`config.mk`:
```
export PLATFORM = sky130hd
export DESIGN_NAME = elevator_scan_ctrl
export DESIGN_NICKNAME = d
export VERILOG_FILES = /design/src/rtl/elevator_scan_ctrl.sv
export SDC_FILE = /design/constraint.sdc
export NUM_CORES = 1
export LEC_CHECK = 0
export CAP_MARGIN = 10
export CELL_PAD_IN_SITES_DETAIL_PLACEMENT = 1
export CELL_PAD_IN_SITES_GLOBAL_PLACEMENT = 1
export CORE_ASPECT_RATIO = 1.4
export CORE_UTILIZATION = 43
export DETAILED_ROUTE_END_ITERATION = 10
export GPL_TIMING_DRIVEN = 0
export PLACE_DENSITY_LB_ADDON = 0.1
export SYNTH_ARGS = -nofsm -noshare
export SYNTH_HDL_FRONTEND = slang
export SYNTH_SLANG_ARGS = --single-unit
```
`constraint.sdc`:
```
create_clock -name clk -period 3.5 [get_ports clk]
set_input_delay 0.35 -clock clk [delete_from_list [all_inputs] [get_ports clk]]
set_output_delay 0.35 -clock clk [all_outputs]
set_load 0.01 [all_outputs]
```
`src/rtl/elevator_scan_ctrl.sv`:
```
// SCAN elevator controller driving a unipolar stepper
// through an 8-phase coil table, one floor per move leg.
module elevator_scan_ctrl #(
    parameter int FLOORS          = 4,
    parameter int STEPS_PER_FLOOR = 11719,
    parameter int STEP_DIV        = 75000,
    parameter int DWELL_CYC       = 200000000,
    parameter int HALF_STEP       = 1,
    parameter int FW              = $clog2(FLOORS)
) (
    input  logic              clk,
    input  logic              reset_p,
    input  logic [FLOORS-1:0] call_pe,
    output logic [3:0]        motorpin,
    output logic [FW-1:0]     cur_floor,
    output logic [FLOORS-1:0] pending,
    output logic              moving,
    output logic              dir,
    output logic              door_open
);

    localparam int DIV_W   = $clog2(STEP_DIV);
    localparam int STEP_W  = $clog2(STEPS_PER_FLOOR + 1);
    localparam int DWELL_W = $clog2(DWELL_CYC + 1);

    localparam logic [DIV_W-1:0]   DIV_LAST   = DIV_W'(STEP_DIV - 1);
    localparam logic [STEP_W-1:0]  STEP_LAST  = STEP_W'(STEPS_PER_FLOOR - 1);
    localparam logic [DWELL_W-1:0] DWELL_LOAD = DWELL_W'(DWELL_CYC - 1);
    localparam logic [2:0]         PH_INC     = (HALF_STEP != 0) ? 3'd1 : 3'd2;

    typedef enum logic [1:0] {
        S_IDLE,
        S_MOVE,
        S_DWELL
    } state_t;

    state_t              state_q, state_d;
    logic [FW-1:0]       floor_q, floor_d;
    logic [FLOORS-1:0]   pend_q, pend_d;
    logic                dir_q, dir_d;
    logic [2:0]          phase_q, phase_d;
    logic [DIV_W-1:0]    div_q, div_d;
    logic [STEP_W-1:0]   step_q, step_d;
    logic [DWELL_W-1:0]  dwell_q, dwell_d;
    logic [3:0]          motor_q, motor_d;

    logic [FLOORS-1:0]   clr_mask;
    logic [FW-1:0]       nxt_floor;

    // Any pending call strictly beyond floor fl in direction d.
    function automatic logic ahead(
        input logic [FLOORS-1:0] p,
        input logic [FW-1:0]     fl,
        input logic              d
    );
        logic hit;
        hit = 1'b0;
        for (int i = 0; i < FLOORS; i++) begin
            if (p[i] && (d ? (i < int'(fl)) : (i > int'(fl)))) begin
                hit = 1'b1;
            end
        end
        return hit;
    endfunction

    // Coil pattern {A,B,C,D} for a phase index.
    function automatic logic [3:0] coil_pat(input logic [2:0] p);
        logic [3:0] pat;
        case (p)
            3'd0:    pat = 4'b1000;
            3'd1:    pat = 4'b1100;
            3'd2:    pat = 4'b0100;
            3'd3:    pat = 4'b0110;
            3'd4:    pat = 4'b0010;
            3'd5:    pat = 4'b0011;
            3'd6:    pat = 4'b0001;
            default: pat = 4'b1001;
        endcase
        return pat;
    endfunction

    // Next-state: SCAN decisions, step timing, dwell and call latching.
    always_comb begin
        state_d   = state_q;
        floor_d   = floor_q;
        dir_d     = dir_q;
        phase_d   = phase_q;
        div_d     = div_q;
        step_d    = step_q;
        dwell_d   = dwell_q;
        clr_mask  = '0;
        nxt_floor = dir_q ? (floor_q - FW'(1)) : (floor_q + FW'(1));

        unique case (state_q)
            S_IDLE: begin
                if (pend_q[floor_q]) begin
                    clr_mask[floor_q] = 1'b1;
                    dwell_d           = DWELL_LOAD;
                    state_d           = S_DWELL;
                end else if (|pend_q) begin
                    dir_d   = ahead(pend_q, floor_q, dir_q) ? dir_q : ~dir_q;
                    div_d   = '0;
                    step_d  = '0;
                    state_d = S_MOVE;
                    if (HALF_STEP == 0) begin
                        phase_d = phase_q | 3'd1;
                    end
                end
            end
            S_MOVE: begin
                if (div_q == DIV_LAST) begin
                    div_d   = '0;
                    phase_d = dir_q ? (phase_q - PH_INC) : (phase_q + PH_INC);
                    if (step_q == STEP_LAST) begin
                        step_d  = '0;
                        floor_d = nxt_floor;
                        if (pend_q[nxt_floor]) begin
                            clr_mask[nxt_floor] = 1'b1;
                            dwell_d             = DWELL_LOAD;
                            state_d             = S_DWELL;
                        end else if (!ahead(pend_q, nxt_floor, dir_q)) begin
                            state_d = S_IDLE;
                        end
                    end else begin
                        step_d = step_q + STEP_W'(1);
                    end
                end else begin
                    div_d = div_q + DIV_W'(1);
                end
            end
            S_DWELL: begin
                if (call_pe[floor_q]) begin
                    clr_mask[floor_q] = 1'b1;
                    dwell_d           = DWELL_LOAD;
                end else if (dwell_q == '0) begin
                    state_d = S_IDLE;
                end else begin
                    dwell_d = dwell_q - DWELL_W'(1);
                end
            end
            default: begin
                state_d = S_IDLE;
            end
        endcase

        pend_d  = (pend_q | call_pe) & ~clr_mask;
        motor_d = (state_d == S_MOVE) ? coil_pat(phase_d) : 4'b0000;
    end

    // State and datapath registers; reset abandons any move in progress.
    always_ff @(posedge clk or posedge reset_p) begin
        if (reset_p) begin
            state_q <= S_IDLE;
            floor_q <= '0;
            pend_q  <= '0;
            dir_q   <= 1'b0;
            phase_q <= 3'd0;
            div_q   <= '0;
            step_q  <= '0;
            dwell_q <= '0;
            motor_q <= 4'b0000;
        end else begin
            state_q <= state_d;
            floor_q <= floor_d;
            pend_q  <= pend_d;
            dir_q   <= dir_d;
            phase_q <= phase_d;
            div_q   <= div_d;
            step_q  <= step_d;
            dwell_q <= dwell_d;
            motor_q <= motor_d;
        end
    end

    assign motorpin  = motor_q;
    assign cur_floor = floor_q;
    assign pending   = pend_q;
    assign moving    = (state_q == S_MOVE);
    assign dir       = dir_q;
    assign door_open = (state_q == S_DWELL);

endmodule

```
; ---- Yosys cells after proc, flatten, opt, wreduce, memory -nomap -nowiden
; Cells that the tools add are included.
[word_totals]
input_bits = 6
word_cells = 147
register_bits = 75
out_inout_bits = 13
[classes]
add_sub_neg = 7
order_cmp = 16
eq_ne = 18
n_reduce_logical = 21
n_mux = 70
bitwise_logic = 6
[op_table]
columns = op, n
row1 = 28-bit 2-to-1 mux, 6
row2 = 28-bit one-hot mux with 3 select lines, 1
row3 = 14-bit 2-to-1 mux, 4
row4 = 17-bit 2-to-1 mux, 3
row5 = 17-bit one-hot mux with 2 select lines, 1
row6 = 28-bit zero test, 1
row7 = 1-bit 2-to-1 mux, 28
row8 = 14-bit one-hot mux with 2 select lines, 1
row9 = 4-bit one-hot mux with 7 select lines, 1
row10 = 28-bit by 1-bit subtractor with 28-bit output (second input constant), 1
row11 = 4-bit 2-to-1 mux, 6
row12 = 2-bit 2-to-1 mux, 9
row13 = 17-bit by 1-bit adder with 17-bit output (second input constant), 1
row14 = 17-bit equality test (second input constant), 1
row15 = 14-bit by 1-bit adder with 14-bit output (second input constant), 1
row16 = 14-bit equality test (second input constant), 1
row17 = 4-bit one-hot mux with 3 select lines, 1
row18 = 1-bit logical AND, 10
row19 = 3-bit equality test (second input constant), 3
row20 = 3-bit 2-to-1 mux, 3
row21 = 2-bit > comparator (first input constant), 4
row22 = 1-bit by 2-bit < comparator with 1-bit output (first input constant), 4
row23 = 4-bit AND reduction, 2
row24 = 1-bit binary-select mux with 2-bit select, 3
row25 = other kinds (28), 42

; ---- Longest topological paths before layout
; Gate-level depths: netlist (run 1).
[depth]
ltp_word = 20
depth_mapped = 9
mapped_depth_nobuf = 7

; ---- Least setup slack after synthesis (run 1)
; Ideal clock, no wire load.
[synth_timing]
kind = flip-flop to flip-flop
start = register floor_q[0], in the netlist cur_floor[0]
end = register dwell_q[6]
arrival_ps = 2664
path_slack_ps = 715
setup_ps = 120
path_buffers = 2
required_time_ps = 3380
period_less_slack_ps = 2785
stages_incl_launch_ff = 10
cell_sequence = dfrtp_1 buf_2 clkinv_1 ha_1 xor2_1 mux4_2 a41oi_1 nor2_1 clkbuf_1 o211a_1
[synth_between]
elab_chain_len = 6
word_cells_on_any_way = 15
cone_classes = add/sub: 2 / eq/ne: 3 / mux: 9 / reduce/logical: 1
[synth_lines]
columns = item, line
row1 = "start, declared", 38  ; logic [FW-1:0] floor_q, floor_d;
row2 = "start signal, assigned", 164  ; floor_q <= floor_d;
row3 = 2-bit by 1-bit adder with 2-bit output / 2-bit by 1-bit subtractor with 2-bit output (equally long branches), 92  ; nxt_floor = dir_q ? (floor_q - FW'(1)) : (floor_q + FW'(1));
row4 = 2-bit 2-to-1 mux, 92
row5 = 1-bit binary-select mux with 2-bit select, 117  ; if (pend_q[nxt_floor]) begin
row6 = 1-bit 2-to-1 mux (implied by the code), 117
row7 = 2-bit by 1-bit inequality test with 1-bit output (no line), n/a
row8 = 6-bit AND reduction (no line), n/a
row9 = "end signal, assigned", 170  ; dwell_q <= dwell_d;
row10 = "end, declared", 44  ; logic [DWELL_W-1:0] dwell_q, dwell_d;
; Parallel ways exist; a longest one is shown, timed or not. The select of a mux whose other input is x is not followed.
; A chain may end at the register's enable or synchronous reset.

; ---- Final worst setup path (run 1)
[layout_timing]
start = register floor_q[0], in the netlist cur_floor[0]
end = register dwell_q[2]
; The elaborated chain is that of the path after synthesis.

==> results of run 1 <==
==> stage by stage <==
step	hold WS [ns]	worst slack [ns]	area, um^2
2_1_floorplan	0.451	0.715	4670
3_3_place_gp	0.489	-0.170	5020
3_5_place_dp	0.493	-0.113	5050
4_1_cts	0.299	0.132	5360
5_1_grt	0.317	0.0368	5380
6_report	0.295	0.298	5380
==> power by group through the flow <==
| stage | logic (mW) | registers, mW | clock network, mW |
|---|---|---|---|
| floorplan | 0.439 | 0.992 | 0 |
| global placement | 0.705 | 1.01 | 0 |
| detailed placement | 0.724 | 1.01 | 0 |
| CTS | 0.733 | 0.990 | 0.971 |
| global route | 0.807 | 1.00 | 0.996 |
| finish | 0.734 | 0.992 | 0.951 |
==> worst min path at each step <==
stage / depth (start not counted) / slack (ns) / startpoint / to
finish: 2 / 0.29 / reset_p / dwell_q[4]
floorplan: 1 / 0.45 / step_q[13] / step_q[13]
global route: 2 / 0.32 / reset_p / dwell_q[4]
detailed placement: 1 / 0.49 / step_q[12] / step_q[12]
CTS: 2 / 0.30 / reset_p / dwell_q[4]
global placement: 1 / 0.49 / step_q[12] / step_q[12]
==> registers in the layout (all words and copies together) (netlist names) <==
signal	cells
dwell_q	28
div_q	17
step_q	14
motorpin	4
pending	4
phase_q	3
cur_floor	2
state_q	2
dir	1
==> area by class of cell <==
class	instances	area, um^2
buffer	27	114
fill	1239	5080
multi-input combinational	403	2610
clock inverter	7	76.3
sequential	75	1880
tap	138	173
inverter	24	96.3
timing repair buffer	19	208
clock buffer	9	225
==> cell families (layout without fill, tap and decap cells) <==
family / Yosys count / count (layout) / share of synthesized area
xor gates and xnor gates: 6 / 6 / 0.0113
muxes: 5 / 5 / 0.0190
buffers and inverters: 51 / 86 / 0.0434
DFF: 75 / 75 / 0.402
AOI/OAI and AO/OA: 153 / 153 / 0.226
and+or+nand+nor: 227 / 227 / 0.265
adders and majority gates: 12 / 12 / 0.0338
==> placed cells by master (no fill, tap or decap), drive strengths merged, types with 3 or more instances in the layout <==
cell type / count
dfrtp: 75
nor4: 16
clkinv: 3
nand2: 44
nor3: 23
xnor2: 4
nand2b: 7
or2: 3
a41oi: 4
o21ai: 40
nand3: 25
nand4: 13
or3: 17
o211a: 10
a211oi: 9
o31ai: 14
inv: 24
a211o: 8
a221oi: 6
and3: 9
ha: 11
clkbuf: 32
clkinvlp: 3
o221ai: 5
nor3b: 3
a21o: 4
buf: 5
or4: 16
clkdlybuf4s50: 18
a31oi: 9
o211ai: 4
and4: 8
a21oi: 24
nor2: 35
mux4: 3
==> what timing repair did <==
action,in CTS,in global routing
endpoints found under the setup margin,10,13
pin swaps,0,0
endpoints found under the hold margin,0,0
resized for setup,2,3
==> per-layer routing <==
metal,track usage,vias to the layer above
met3,0.0383,35
met2,0.492,81
met1,0.275,2250
met5,0,-
met4,0.132,0
li1,-,2101
==> impl_metrics.env, run 1 <==
export IMPL_fmax_mhz=312
export IMPL_nNetsFinal=577
export IMPL_routed_wl_um=14000
export IMPL_switching_share=0.369
export IMPL_num_antenna_cells=0
export IMPL_ioPinCount=19
export IMPL_synth_distinct_cells=60
export IMPL_antenna_found_initial=0
export IMPL_combPwrFrac=0.274
export IMPL_utilization=0.514
export IMPL_slew_headroom=0.205
export IMPL_postSynth_asyncResetShare=1.00
export IMPL_end_kind="register"
export IMPL_rsz0062_at_grt="false"
export IMPL_ir_drop_mv=0.286
export IMPL_core_um2=10500
export IMPL_htree_levels=3
export IMPL_cp_max_fo=10
export IMPL_p_clk_frac=0.355
export IMPL_reg2reg_to="dwell_q[2]"
export IMPL_area_growth_syn_to_layout_pct=15.1
export IMPL_grt_max_degree=60
export IMPL_place_hpwl_um=10300
export IMPL_cp_top_family="buffers and inverters"
export IMPL_dr_wl_met3_um=334
export IMPL_vias=4467
export IMPL_crit_type="reg2reg"
export IMPL_ys_ff_latch=75
export IMPL_synth_edf_count=0
export IMPL_yosys_top_cells_area="dfrtp_1, o21ai_0, nand2_1, ha_1, nor2_1"
export IMPL_cts_hold_buf=0
export IMPL_postSynthAreaPerCell_um2=8.83
export IMPL_r2r_start="cur_floor[0]"
export IMPL_dp_cells=686
export IMPL_cp_slowest_cell="dfrtp_1"
export IMPL_worstPathRequired_ns=3.73
export IMPL_ys_top_cells_by_count="dfrtp_1, nand2_1, o21ai_0"
export IMPL_hold_violations=0
export IMPL_ys_seq_area_frac=0.402
export IMPL_die_height_um=125
export IMPL_syn_num_nets=547
export IMPL_clock_path_buffers=2
export IMPL_path_buf_inv=3
export IMPL_overflow=0
export IMPL_reg2reg_slack_ns=0.30
export IMPL_switching_power_mw=0.988
export IMPL_synth_most_common_cell="dfrtp_1"
export IMPL_finalSetupViolCount=0
export IMPL_arrival_ns=3.43
export IMPL_fin_cells=702
export IMPL_routedWlPerCell_um=19.9
export IMPL_routed_via_density=6.36
export IMPL_fin_crit_sh=0.915
export IMPL_postRouteAntennaNets=0
export IMPL_drive_gt1_frac=0.0691
export IMPL_worstSetupEndpoint="dwell_q[2]"
export IMPL_grt_pass1_vias=4802
export IMPL_initial_core_util=0.446
export IMPL_slew_violations=0
export IMPL_crit_start="cur_floor[0]"
export IMPL_grt_first_pass_wirelength_um=23500
export IMPL_crit_cells=9
export IMPL_tightest_slew_ns=1.18
export IMPL_top_layer_used="met4"
export IMPL_grt_total_usage=0.259
export IMPL_drt_iter0_markers=180
export IMPL_cts_root_buffer="clkbuf_16"
export IMPL_dr_wl_met2_um=7790
export IMPL_p_int_mw=1.69
export IMPL_cts_sinks=75
export IMPL_powerDensity_nw_per_um2=498
export IMPL_io_buffers=18
export IMPL_cts_tree="built"
export IMPL_synth_main_ff_cell="dfrtp_1"
export IMPL_drc=0
export IMPL_worst_clock_skew_ns=0.00668
export IMPL_hp_class="in2async"
export IMPL_startpoint_type="register"
export IMPL_synthCells=529
export IMPL_setup_tns_ns=0
export IMPL_crit_chain="buf_2, clkinvlp_4, ha_1, xor2_1, mux4_2, a41oi_2, nor2_1, clkbuf_2, o211a_1"
export IMPL_power_leakage_nw=2.00
export IMPL_yosysTopAreaCell="dfrtp_1"
export IMPL_status="finished clean"
export IMPL_synthesis_area_um2=4670
export IMPL_m1WireLength_um=5470
export IMPL_postCtsSetupBuffers=0
export IMPL_clk_pin_slew_worst_paths_ns=0.06
export IMPL_die_area_um2=11300
export IMPL_synth_warnings=0
export IMPL_fin_crit_ns=3.20
export IMPL_worstRegToRegCells=9
export IMPL_synth_top_area_frac=0.402
export IMPL_power_mw=2.68
export IMPL_place_gp_congestion=0.838
export IMPL_maxCapViolations=0
export IMPL_drtPass1Iterations=5
export IMPL_die_width_um=90.1
export IMPL_seqPwrFrac=0.371
export IMPL_clock_latency_ns=0.35
export IMPL_cts_buffers_inserted=9
export IMPL_slowest_delay_ns=0.42
export IMPL_core_rowCount=44
Power figures use the tool's default switching activity.
==> run 2: changes to the inputs <==
--- a/config.mk
+++ b/config.mk
@@ -11,8 +11,10 @@
 export CORE_ASPECT_RATIO = 1.4
 export CORE_UTILIZATION = 43
 export DETAILED_ROUTE_END_ITERATION = 10
+export GPL_ROUTABILITY_DRIVEN = 0
 export GPL_TIMING_DRIVEN = 0
 export PLACE_DENSITY_LB_ADDON = 0.1
+export SLEW_MARGIN = 5
 export SYNTH_ARGS = -nofsm -noshare
 export SYNTH_HDL_FRONTEND = slang
 export SYNTH_SLANG_ARGS = --single-unit
==> results of run 2 <==
Same layout as run 1: the final DEF is identical, and so are final timing and power.
==> run 3: changes to the inputs <==
--- a/config.mk
+++ b/config.mk
@@ -9,6 +9,7 @@
 export CELL_PAD_IN_SITES_DETAIL_PLACEMENT = 1
 export CELL_PAD_IN_SITES_GLOBAL_PLACEMENT = 1
 export CORE_ASPECT_RATIO = 1.4
+export CORE_MARGIN = 2
 export CORE_UTILIZATION = 43
 export DETAILED_ROUTE_END_ITERATION = 10
 export GPL_ROUTABILITY_DRIVEN = 0
==> run 3 against run 2 <==
Effect of this change: non-clock buffer count unchanged; highest routed layer unchanged; hold slack better by 0.092 ns; routed wire length up 0.64%; clock-buffer cell count unchanged; clock power up 7%; critical path depth unchanged; register-to-register slack worse by 0.04 ns; combinational power up 2%; largest power group is now the clock network; critical path type unchanged.
==> impl_metrics.env, run 3 (synthesis gave the netlist of run 1 again) <==
export IMPL_switching_power_mw=0.997
export IMPL_multi_input_area_um2=2610
export IMPL_routed_wl_um=14100
export IMPL_postCtsSetupBuffers=0
export IMPL_r2r_start="cur_floor[0]"
export IMPL_clock_latency_ns=0.33
export IMPL_largestRegisters="dwell_q (28), div_q (17), step_q (14)"
export IMPL_grt_first_pass_wirelength_um=24100
export IMPL_tightest_slew_ns=1.13
export IMPL_utilization=0.505
export IMPL_initial_core_util=0.436
export IMPL_routedWlPerCell_um=20.0
export IMPL_whs_ns=0.386
export IMPL_setup_slack_ns=0.256
export IMPL_status="finished clean"
export IMPL_nNetsFinal=577
export IMPL_cp_max_fo=10
export IMPL_die_area_um2=11700
export IMPL_seqPwrFrac=0.358
export IMPL_cts_tree="built"
export IMPL_grt_max_degree=44
export IMPL_hold_violations=0
export IMPL_p_clk_frac=0.370
export IMPL_seqCellArea_um2=1880
export IMPL_ir_drop_mv=0.283
export IMPL_routed_via_density=6.29
export IMPL_fin_crit_ns=3.24
export IMPL_postPlaceCellArea_um2=5060
export IMPL_pre_cts_ws_ns=-0.180
export IMPL_grt_pass1_vias=4685
export IMPL_largest_reg_flops=28
export IMPL_cts_root_buffer="clkbuf_16"
export IMPL_final_cell_mix="dfrtp_1, nand2_1, o21ai_0"
export IMPL_slew_headroom=0.241
export IMPL_drc=0
export IMPL_clock_path_buffers=2
export IMPL_hp_class="in2async"
export IMPL_grt_total_usage=0.258
export IMPL_num_antenna_cells=0
export IMPL_slew_violations=0
export IMPL_antenna_found_initial=0
export IMPL_drive_gt1_frac=0.0709
export IMPL_final_common_cell="dfrtp_1"
export IMPL_p_int_mw=1.77
export IMPL_fmax_mhz=308
export IMPL_ioPinCount=19
export IMPL_drtPass1Iterations=4
export IMPL_die_height_um=127
export IMPL_arrival_ns=3.47
export IMPL_n_fill_cell=1269
export IMPL_maxCapViolations=0
export IMPL_power_leakage_nw=2.02
export IMPL_switching_share=0.361
export IMPL_worst_clock_skew_ns=0.00672
export IMPL_finalInstanceArea_um2=5410
export IMPL_startpoint_type="register"
export IMPL_core_um2=10700
export IMPL_end_kind="register"
export IMPL_fin_crit_sh=0.927
export IMPL_htree_levels=3
export IMPL_slowest_delay_ns=0.44
export IMPL_rsz0062_at_grt="false"
export IMPL_finalSetupViolCount=0
export IMPL_postRouteAntennaNets=0
export IMPL_crit_chain="buf_2, clkinvlp_4, ha_1, xor2_1, mux4_2, a41oi_2, nor2_2, clkbuf_2, o211a_1"
export IMPL_top_register="dwell_q"
export IMPL_core_rowCount=45
export IMPL_combPwrFrac=0.271
export IMPL_overflow=0
export IMPL_cts_buffers_inserted=9
export IMPL_worstPathRequired_ns=3.72
export IMPL_die_width_um=92.1
export IMPL_clk_pin_slew_worst_paths_ns=0.06
export IMPL_powerDensity_nw_per_um2=511
export IMPL_cts_sinks=75
export IMPL_crit_start="cur_floor[0]"
export IMPL_cp_slowest_cell="mux4_2"
export IMPL_place_hpwl_um=10400
export IMPL_vias=4434
export IMPL_drt_iter0_markers=182
export IMPL_io_buffers=18
export IMPL_cts_hold_buf=0
export IMPL_area_growth_syn_to_layout_pct=15.8
export IMPL_crit_type="reg2reg"
-- run 3: what timing repair did --
item                       4_1_cts  5_1_grt
setup endpoints to repair       10       15
pin swaps                        0        0
resized for setup                2        4
-- run 3: area by class of cell --
class / instances / area share
clock buffers: 9 / 0.0417
flip-flops and latches: 75 / 0.347
multi-input cells: 403 / 0.483
repair buffers: 19 / 0.0384
inverters: 24 / 0.0178
plain buffers: 27 / 0.0211
well taps: 141 / 0.0326
clock inverters: 7 / 0.0185
-- run 3: metal layers --
| layer | global-route usage | wire length, um | vias to the layer above |
|---|---|---|---|
| li1 | - | - | 2099 |
| met2 | 0.478 | 7830 | 68 |
| met5 | 0 | 0 | - |
| met4 | 0.106 | 268 | 0 |
| met3 | 0.0377 | 291 | 20 |
| met1 | 0.294 | 5700 | 2247 |
-- run 3: critical path: cells and delay by family (launching register included) --
| family | cells | cell delay, ns |
|---|---|---|
| adders and majority gates | 1 | 0.42 |
| DFF | 1 | 0.43 |
| and+or+nand+nor | 1 | 0.13 |
| buffers and inverters | 3 | 0.81 |
| xor gates and xnor gates | 1 | 0.33 |
| AOI/OAI and AO/OA | 2 | 0.56 |
| muxes | 1 | 0.44 |
-- run 3: through the flow --
| step | total power [mW] | setup TNS [ns] | cells |
|---|---|---|---|
| after floorplan | 1.43 | 0 | 529 |
| after global placement | 1.72 | -13.69 | 688 |
| after detailed placement | 1.74 | -1.16 | 689 |
| after CTS | 2.79 | 0 | 705 |
| after global routing | 2.92 | 0 | 705 |
| final | 2.76 | 0 | 705 |
-- run 3: final timing paths --
kind	end	depth (start not counted)	slack (ns)
setup / recovery	dwell_q[4]	9	0.26
min in group clk	step_q[12]	1	0.51
setup reg to reg	dwell_q[4]	9	0.26
hold reg to reg	step_q[12]	1	0.51
max in group asynchronous	pending[1]	3	2.53
hold / removal	step_q[3]	2	0.39
-- run 3: power groups by stage --
stage	logic (mW)	clock network, mW	registers (mW)
final	0.749	1.02	0.991
after floorplan	0.439	0	0.992
after CTS	0.744	1.05	0.988
after global routing	0.824	1.09	1.00
after global placement	0.717	0	1.00
after detailed placement	0.735	0	1.00
